==> src/rtl/operand_fetch.sv <==
// Register-read stage: reads both sources, bypasses same-cycle write-back, stalls on scoreboard hazards.
// Latency: one cycle from accept to registered operand bundle (out_valid).
// Backpressure: bundle holds while out_ready=0; in_ready drops on hazard, flush, reset or a held bundle.
module operand_fetch #(
  parameter int XLEN = 32
) (
  input  logic            clk,
  input  logic            reset,
  input  logic            flush,
  input  logic            in_valid,
  output logic            in_ready,
  input  logic [4:0]      in_rs1,
  input  logic [4:0]      in_rs2,
  input  logic [4:0]      in_rd,
  input  logic            in_rd_en,
  input  logic [XLEN-1:0] in_imm,
  input  logic [XLEN-1:0] in_pc,
  output logic [4:0]      raddr1,
  output logic [4:0]      raddr2,
  input  logic [XLEN-1:0] rdata1,
  input  logic [XLEN-1:0] rdata2,
  input  logic            wb_en,
  input  logic [4:0]      wb_addr,
  input  logic [XLEN-1:0] wb_data,
  output logic            out_valid,
  input  logic            out_ready,
  output logic [XLEN-1:0] out_op1,
  output logic [XLEN-1:0] out_op2,
  output logic [XLEN-1:0] out_imm,
  output logic [XLEN-1:0] out_pc,
  output logic [4:0]      out_rd
);

  typedef enum logic {EMPTY = 1'b0, FULL = 1'b1} state_t;

  state_t          state_q, state_d;
  logic [31:0]     pend_q, pend_d;
  logic [31:0]     wb_hit;
  logic [31:0]     busy;
  logic            hazard;
  logic            accept;
  logic            issue;
  logic [XLEN-1:0] op1_sel, op2_sel;

  // Register file read ports follow the decoded sources directly.
  assign raddr1 = in_rs1;
  assign raddr2 = in_rs2;

  // One-hot view of the register being written back this cycle (x0 never hits).
  always_comb begin
    wb_hit = '0;
    if (wb_en && wb_addr != 5'd0) wb_hit[wb_addr] = 1'b1;
  end

  // A register still pending but being written this cycle is no longer a hazard.
  assign busy      = pend_q & ~wb_hit;
  assign hazard    = busy[in_rs1] | busy[in_rs2] | (in_rd_en & busy[in_rd]);
  assign out_valid = (state_q == FULL);
  assign in_ready  = ~reset & ~flush & ~hazard & (~out_valid | out_ready);
  assign accept    = in_valid & in_ready;
  assign issue     = out_valid & out_ready;

  // x0 reads zero; a same-cycle write-back wins over the (stale) regfile read.
  assign op1_sel = (in_rs1 == 5'd0) ? '0 : (wb_hit[in_rs1] ? wb_data : rdata1);
  assign op2_sel = (in_rs2 == 5'd0) ? '0 : (wb_hit[in_rs2] ? wb_data : rdata2);

  // Bundle occupancy: flush drops the held bundle, otherwise accept refills and issue drains.
  always_comb begin
    state_d = state_q;
    case (state_q)
      EMPTY:   if (accept) state_d = FULL;
      FULL:    if (accept) state_d = FULL;
               else if (issue) state_d = EMPTY;
      default: state_d = EMPTY;
    endcase
    if (flush) state_d = EMPTY;
  end

  // Scoreboard update: write-back and flush clear, a new writer sets (set applied last so it wins).
  always_comb begin
    pend_d = pend_q & ~wb_hit;
    if (flush && out_valid && out_rd != 5'd0) pend_d[out_rd] = 1'b0;
    if (accept && in_rd_en && in_rd != 5'd0) pend_d[in_rd] = 1'b1;
    pend_d[0] = 1'b0;
  end

  // State and scoreboard registers.
  always_ff @(posedge clk or posedge reset) begin
    if (reset) begin
      state_q <= EMPTY;
      pend_q  <= '0;
    end else begin
      state_q <= state_d;
      pend_q  <= pend_d;
    end
  end

  // Operand bundle capture on accept; held otherwise.
  always_ff @(posedge clk or posedge reset) begin
    if (reset) begin
      out_op1 <= '0;
      out_op2 <= '0;
      out_imm <= '0;
      out_pc  <= '0;
      out_rd  <= '0;
    end else if (accept) begin
      out_op1 <= op1_sel;
      out_op2 <= op2_sel;
      out_imm <= in_imm;
      out_pc  <= in_pc;
      out_rd  <= in_rd_en ? in_rd : 5'd0;
    end
  end

endmodule

==> config.mk <==
export PLATFORM = sky130hd
export DESIGN_NAME = operand_fetch
export DESIGN_NICKNAME = d
export VERILOG_FILES = /design/src/rtl/operand_fetch.sv
export SDC_FILE = /design/constraint.sdc
export NUM_CORES = 1
export LEC_CHECK = 0
export BUFFER_PORTS_ARGS = -buffer_cell sky130_fd_sc_hd__buf_2
export CORE_MARGIN = 8
export CORE_UTILIZATION = 45
export DETAILED_ROUTE_END_ITERATION = 8
export GPL_ROUTABILITY_DRIVEN = 1
export PLACE_DENSITY_LB_ADDON = 0.15
export SETUP_SLACK_MARGIN = 0.4
export SLEW_MARGIN = 20
export SYNTH_ARGS = -nofsm -noshare
export SYNTH_HDL_FRONTEND = slang
export SYNTH_SLANG_ARGS = --single-unit
==> constraint.sdc <==
create_clock -name clk -period 6.7 [get_ports clk]
set_input_delay 0.335 -clock clk [delete_from_list [all_inputs] [get_ports clk]]
set_output_delay 0.335 -clock clk [all_outputs]
set_load 0.005 [all_outputs]
# == Word level (Yosys, flattened, before mapping) ==
# Cells that the tools add are included.
# word_totals
regBits,165
in_bits,187
# classes
n_bitwise,18
n_lt_le_gt_ge,8
n_mux,29
reduce_logical,13
# ops
op,n
$mux W32,7
$and A32 B32 Y32,2
$not A32 Y32,2
$or A32 B32 Y32,1
$lt A5 B6 Y1 const B,5
$bmux W1 S5,5
$demux W1 S5,3
$ge A5 B1 Y1 const B,3
$reduce_bool A5 Y1,3
$mux W1,12
$logic_not A5 Y1,2
$logic_and A1 B1 Y1,8
$and A1 B1 Y1,6
$mux W5,1
$not A1 Y1,4
$or A1 B1 Y1,3
$pmux W1 S2,1

# == Logic depth before layout (Yosys ltp) ==
# Gate-level depths: netlist of the first run.
# logic_depth
ltp_word,18
ltp_mapped,12
depth_no_buf,7

# == Least setup slack after synthesis of the first run ==
# OpenSTA, ideal clock, no wires.
# synth_path
path_type,input port to flip-flop
from,input in_rs1[0]
to,register out_op2[26]
arrival_ns,2.486
stages,11
required_ns,6.575
n_path_buf,4
setup_slack_ns,4.089
setup_time_ns,0.125
cell_sequence,buf_2 > mux2_2 > a311o_1 > o2111ai_1 > nand4_1 > o31ai_2 > nand4b_1 > buf_2 > buf_6 > buf_6 > mux2_4
# synth_between
elab_chain_cells,8
# synth_lines
element,line_no,text
from (decl),12,"input logic [4:0] in_rs1,"
$bmux W1 S5,57,assign hazard = busy[in_rs1] | busy[in_rs2] | (in_rd_en & busy[in_rd]);
$mux W1 (implied by the code),57,
$or A1 B1 Y1 (2 in series),57,
$not A1 Y1,59,assign in_ready = ~reset & ~flush & ~hazard & (~out_valid | out_ready);
$and A1 B1 Y1 (2 in series),59,
$and A1 B1 Y1,60,assign accept = in_valid & in_ready;
to (signal assigned),108,out_op2 <= op2_sel;
to (decl),28,"output logic [XLEN-1:0] out_op2,"
# No other way between the ends. The select of a mux whose other input is x is not followed.
# A chain may end at the register's enable or synchronous reset.

# == Worst setup path after layout of the first run ==
# layout_path
from,input wb_addr[1]
to,register out_op2[31]
# layout_between
elab_chain_cells,15
# layout_lines
element,line_no,text
from (decl),23,"input logic [4:0] wb_addr,"
$lt A5 B6 Y1 (implied by the code) or $ge A5 B1 Y1 (tied branches),52,if (wb_en && wb_addr != 5'd0) wb_hit[wb_addr] = 1'b1;
$logic_and A1 B1 Y1 (implied by the code),52,
$mux W1 (implied by the code),52,
$demux W1 S5,52,
$mux W32 *,52,
$not A32 Y32,56,assign busy = pend_q & ~wb_hit;
$and A32 B32 Y32,56,
$bmux W1 S5,57,
$mux W1 (implied by the code),57,
$or A1 B1 Y1 or $and A1 B1 Y1 (tied branches),57,
$or A1 B1 Y1,57,
$not A1 Y1,59,
$and A1 B1 Y1 (2 in series),59,
$and A1 B1 Y1,60,
# Every way passes the cells marked *; elsewhere a longest branch is shown, timed or not. The select of a mux whose other input is x is not followed.

==> results of run 1 <==
-- worst max-delay path, cell delays in order --
cell       delay, ns
buf_2           0.44
nand2b_1        0.45
o21ai_0         0.39
o2111ai_1       0.13
and4b_1         0.23
o31ai_2         0.24
nand4b_1        0.22
buf_12          0.25
mux2_2          0.51
-- through the flow --
| step | util | cells | setup WS (ns) | hold WS (ns) | instance area, um^2 |
|---|---|---|---|---|---|
| after floorplan | - | 925 | 1.90 | 0.398 | 9640 |
| after global placement | 0.537 | 1452 | 3.28 | 0.481 | 11300 |
| after detailed placement | 0.537 | 1452 | 3.27 | 0.487 | 11300 |
| after CTS | 0.565 | 1484 | 3.73 | 0.0861 | 11900 |
| after global routing | 0.566 | 1486 | 3.46 | 0.101 | 11900 |
| final | 0.566 | 1486 | 3.49 | 0.0818 | 11900 |
-- layer usage --
metal  up-vias  track usage  part of all wire
li1       3921            -                 -
met1      4300        0.313              0.39
met2       428        0.425              0.49
met3        60       0.0852             0.094
met4        18       0.0875             0.020
met5         -            0            0.0029
-- power by group --
| group | internal (mW) | switching [mW] | leakage [nW] |
|---|---|---|---|
| combinational | 0.440 | 0.457 | 3.58 |
| sequential | 1.25 | 0.150 | 2.03 |
| clock | 0.511 | 0.491 | 0.286 |
| total | 2.20 | 1.10 | 5.89 |
-- final timing paths --
kind                                           end               startpoint
max                        out_op2[31]$_DFFE_PP0P_               wb_addr[1]
min                            pend_q[7]$_DFF_PP0_                    reset
max reg2reg                out_op2[31]$_DFFE_PP0P_     pend_q[13]$_DFF_PP0_
min reg2reg                out_imm[21]$_DFFE_PP0P_  out_imm[21]$_DFFE_PP0P_
max in group asynchronous    out_pc[5]$_DFFE_PP0P_                    reset
min in group clk               out_valid$_DFF_PP0_                    flush
-- placed cells by master (no fill, tap or decap), drive strengths merged, types with 10 or more instances in the layout --
cell and instances:
a21boi 32, clkbuf 18, mux2i 89, a31oi 35, o211ai 12, o21ai 43, nor3 12, nand4 12
nor2 54, inv 56, nand2 59, buf 340, o22ai 10, mux2 100, nand3 18, o221ai 15
dfrtp 165
-- Yosys cell counts (6+ instances only) --
library cell	instances	share of area
nor2_1	54	0.021
a31oi_1	35	0.023
a311oi_1	8	0.0073
o221ai_1	15	0.014
o31ai_1	6	0.0047
buf_4	18	0.014
nor4_1	6	0.0039
inv_1	50	0.019
a21boi_0	31	0.024
buf_2	29	0.015
nand2_1	59	0.023
clkbuf_1	33	0.013
nor3_1	12	0.0062
dfrtp_1	165	0.43
and2_1	6	0.0039
o211ai_1	12	0.0093
mux2i_1	89	0.092
nand4_1	12	0.0078
o21ai_0	39	0.020
mux2_2	99	0.12
xor2_1	8	0.0073
nand3_1	18	0.0093
mux4_2	6	0.014
o22ai_1	10	0.0065
o2111ai_1	8	0.0073
-- layout make-up --
type / instances / area [um^2]
multi-input cells: 622 / 4880
flip-flops and latches: 165 / 4130
fillers: 1898 / 9130
clock inverters: 14 / 160
clock buffers: 18 / 439
diodes: 2 / 5.00
well taps: 275 / 344
repair buffers: 340 / 1740
inverters: 50 / 193
-- registers in the layout (all words and copies together) (netlist names) --
signal and cells:
out_pc 32, out_op1 32, pend_q 31, out_imm 32, out_op2 32, out_rd 5
out_valid 1
-- kinds of logic (layout without fill, tap and decap cells) --
logic type      Yosys count  count (layout)  synth area share
compound gates          200             200             0.147
flops                   165             165             0.428
simple gates            213             213             0.120
mux                     195             195             0.224
other cells               0               2                 0
xor+xnor                 14              14            0.0143
buf+inv                 138             422            0.0669
==> qor.yml, run 1 <==
status: "finished, final reports clean"
rrSetupSlack_ns: 3.58
synth.net_count: 1112
portBuffers: 331
routabilityCongestion: 0.952
r2r_cells: 8
skew_ns: 0.0219
cts_tree: "yes"
cts-root-buf: "clkbuf_16"
die_area_um2: 26400
cp.required_ns: 7.01
endpoint_kind: "flip-flop"
yosysUniqueCellTypes: 72
path_clk_slew_ns: 0.07
worstMarginPinSlew_ns: 1.03
hpwl_um: 25600
drt-total-wl_um: 34900
cts_resized: 0
grt_usage: 0.258
grt_max_degree: 144
synth_seq_cells: 165
pin_count: 332
drv_slew: 0
power_density_nw_per_um2: 277
start_util: 0.458
finalCritPeriodShare: 0.479
hold_viol_final: 0
num-nets-final: 1383
synth_area_um2: 9640
drt_iter0_drc: 658
rsz0062_at_grt: "false"
drcViolationCount: 0
setup_viol: 0
critical_path_arrival_ns: 3.52
critPathMaxFanout: 143
cts_buffer_depth: 2
grt_pass1_vias: 8844
p_leak_nw: 5.89
firstDrtPassIters: 5
rows: 53
via_per_inst: 5.87
cts_sinks: 165
crit_path_start_kind: "primary input"
hp-class: "primary input to asynchronous set/reset pin"
antenna_found_initial: 11
drive_gt1_frac: 0.412
synthesis.instances: 925
ys_seq_area_frac: 0.428
die_width_um: 162
fin_crit_ns: 3.21
vdd_drop_max_uv: 158
holdBufCountCts: 0
wl_per_cell_um: 23.5
crit_type: "primary input to flip-flop"
final.setup.tns_ns: 0
grt_overflow: 0
relSlewSlack: 0.311
coreArea_um2: 21000
syn_area_per_cell_um2: 10.4
async_flop_share: 1.00
grt_pass1_wl_um: 53100
die_y_um: 162
postCtsSetupBuffers: 0
synth_edf_count: 0
area_growth_pct: 23.4
cts_buffers: 17
ctsHtreeMaxLevel: 4
route.vias.total: 8727
maxCapViolations: 0
ys_warn_count: 0
fmaxAchievable_mhz: 311
clk_latency_ns: 0.44
synth_ff_type: "dfrtp_1"
finalPower_mw: 3.30
ant_nets: 0
Power figures use the tool's default switching activity.
==> inputs of run 2 (changes only) <==
==> constraint.sdc (replaced) <==
create_clock -name clk -period 2.9 [get_ports clk]
set_input_delay 0.145 -clock clk [delete_from_list [all_inputs] [get_ports clk]]
set_output_delay 0.145 -clock clk [all_outputs]
set_load 0.005 [all_outputs]
==> run 2 against run 1 <==
  * Via count up 6.7%
  * Clock skew fell by 0.0074 ns
  * Critical path depth is 1 higher
  * Flip-flop and latch count stayed put
  * Wire length up 6.7%
  * Power rose by 140%
  * Hold slack got worse by 0.062 ns
  * Final area up 14%
  * Critical endpoint is now out_op2[11]$_DFFE_PP0P_
  * Die area unchanged
  * Count of clock-buffer cells in the layout stayed put
  * Combinational power grew to 2.5 times the previous value
  * First-iteration DRC count is 9.1% higher
==> qor.yml, run 2 (synthesized netlist as in run 1, its figures left out) <==
status: "finished, final reports clean"
antenna_found_initial: 6  # -5
grt_pass1_wl_um: 56300  # +6.0%
p_leak_nw: 6.67  # +13%
cp_cell_sequence: "mux4_2, o31a_1, o221ai_1, nor4_1, nand3_1, nand4b_1, buf_6, buf_12, buf_12, mux2_2"
rsz0062_at_grt: "true"
register_area_um2: 4140  # +0.24%
path_clk_slew_ns: 0.06  # about the same
power_density_nw_per_um2: 575  # +110%
rows: 53  # unchanged
firstDrtPassIters: 5  # unchanged
portBuffers: 331  # unchanged
grt_overflow: 0  # unchanged
cts_buffer_depth: 2  # unchanged
dp_worst_setup_slack_ns: 0.160  # -3.11 ns
routabilityCongestion: 0.983  # +3.3%
via_per_inst: 5.70  # -2.9%
place_area_um2: 11800  # +4.3%
die_area_um2: 26400  # unchanged
critPathMaxStageDelay_ns: 0.47  # -0.04 ns
route.vias.total: 9308  # +6.7%
critical_path_arrival_ns: 2.94  # -0.58 ns
cp_top_family: "multiplexers"
cp_slowest_cell: "dfrtp_2"
cp.required_ns: 3.20  # -3.81 ns
die_y_um: 162  # unchanged
vdd_drop_max_uv: 410  # +160%
setup_viol: 0  # unchanged
drt-total-wl_um: 37300  # +6.7%
die_width_um: 162  # unchanged
maxCapViolations: 0  # unchanged
skew_ns: 0.0145  # -0.00740 ns
path_buf_inv: 3  # +1
design_area_um2: 13600  # +14%
cts-root-buf: "clkbuf_16"
grt_pass1_vias: 9620  # +8.8%
holdPathStages: 3
cts_buffers: 17  # unchanged
num-nets-final: 1530  # +11%
hp-class: "primary input to flip-flop"
drcViolationCount: 0  # unchanged
area_growth_pct: 41.1
cp_common_cell: "buf_12"
hold_viol_final: 0  # unchanged
critPathMaxFanout: 23  # -84%
drive_gt1_frac: 0.450  # +0.0382
fin_crit_ns: 2.63
worstSetupPathDepth: 10  # +1
start_util: 0.458  # unchanged
endpoint_kind: "flip-flop"
finalCritPeriodShare: 0.908
hpwl_um: 26900  # +5.1%
worstMarginPinSlew_ns: 0.665  # -0.368 ns
drv_slew: 0  # unchanged
final_common_cell: "buf_2"
mostFrequentLayoutCells: "331 x buf_2, 157 x dfrtp_1, 97 x mux2_2"
grt_max_degree: 115  # -20%
ant_nets: 0  # unchanged
cts_sinks: 165  # unchanged
clk_latency_ns: 0.42  # -0.02 ns
r2r_cells: 10  # +2
crit_type: "flip-flop to flip-flop"
wl_per_cell_um: 22.8  # -2.8%
cts_tree: "yes"
relSlewSlack: 0.557  # +0.246
pin_count: 332  # unchanged
fill_cells: 1719  # -9.4%
fmaxAchievable_mhz: 380
timing.hold.ws_ns: 0.0198  # -0.0619 ns
worst_slack_ns: 0.266  # -3.22 ns
grt_usage: 0.272  # +0.0138
ctsHtreeMaxLevel: 4  # unchanged
multi_input_area_um2: 5030  # +3.1%
crit_path_start_kind: "flip-flop"
coreArea_um2: 21000  # unchanged
final.setup.tns_ns: 0  # unchanged
drt_iter0_drc: 718  # +9.1%
[run 2: final timing paths]
kind                       slack [ns]               startpoint                      end
setup / recovery                 0.27     pend_q[12]$_DFF_PP0_  out_op2[11]$_DFFE_PP0P_
hold / removal                   0.02               rdata1[21]  out_op1[21]$_DFFE_PP0P_
setup reg to reg                 0.27     pend_q[12]$_DFF_PP0_  out_op2[11]$_DFFE_PP0P_
hold reg to reg                  0.50  out_imm[11]$_DFFE_PP0P_  out_imm[11]$_DFFE_PP0P_
max in group asynchronous        1.85                    reset     pend_q[31]$_DFF_PP0_
min in group asynchronous        0.49                    reset  out_op2[29]$_DFFE_PP0P_
[run 2: what timing repair did]
action                                 4_1_cts  5_1_grt
gates cloned                                 2        6
endpoints found under the hold margin      189        0
pin swaps                                    0       11
hold buffers                                68        0
buffers inserted                             3       15
setup endpoints to repair                   98      164
resized for setup                           18       68
[run 2: routing by layer]
layer,share of wire,GRT usage,vias up
li1,-,-,4199
met1,0.38,0.328,4584
met2,0.50,0.454,442
met3,0.086,0.0847,79
met4,0.028,0.0926,4
met5,0.00070,0,-
[run 2: report_power, final]
| part | switching (mW) | internal, mW |
|---|---|---|
| clock network | 0.952 | 1.35 |
| registers | 0.365 | 2.89 |
| logic | 1.10 | 1.17 |
| total | 2.42 | 5.41 |
[run 2: cell type report]
cell class / count / area share
flip-flops and latches: 165 / 0.304
multi-input cells: 622 / 0.370
clock inverters: 11 / 0.0114
inverters: 50 / 0.0141
repair buffers: 487 / 0.243
clock buffers: 18 / 0.0316
well taps: 275 / 0.0253
diodes: 4 / 0.000736
[run 2: worst register-to-register path: cells and delay by family, from the launching register on]
| family | cells | cell delay [ns] |
|---|---|---|
| and+or+nand+nor | 3 | 0.61 |
| buffers and inverters | 3 | 0.51 |
| muxes | 2 | 0.63 |
| DFF | 1 | 0.47 |
| AOI/OAI and AO/OA | 2 | 0.30 |
[run 2: per-stage QoR]
stage / utilization / cells / total power [mW]
global placement: 0.560 / 1505 / 5.35
finish: 0.647 / 1632 / 7.82
global route: 0.647 / 1632 / 8.20
detailed placement: 0.560 / 1505 / 5.40
CTS: 0.627 / 1607 / 7.81
floorplan: - / 925 / 4.23
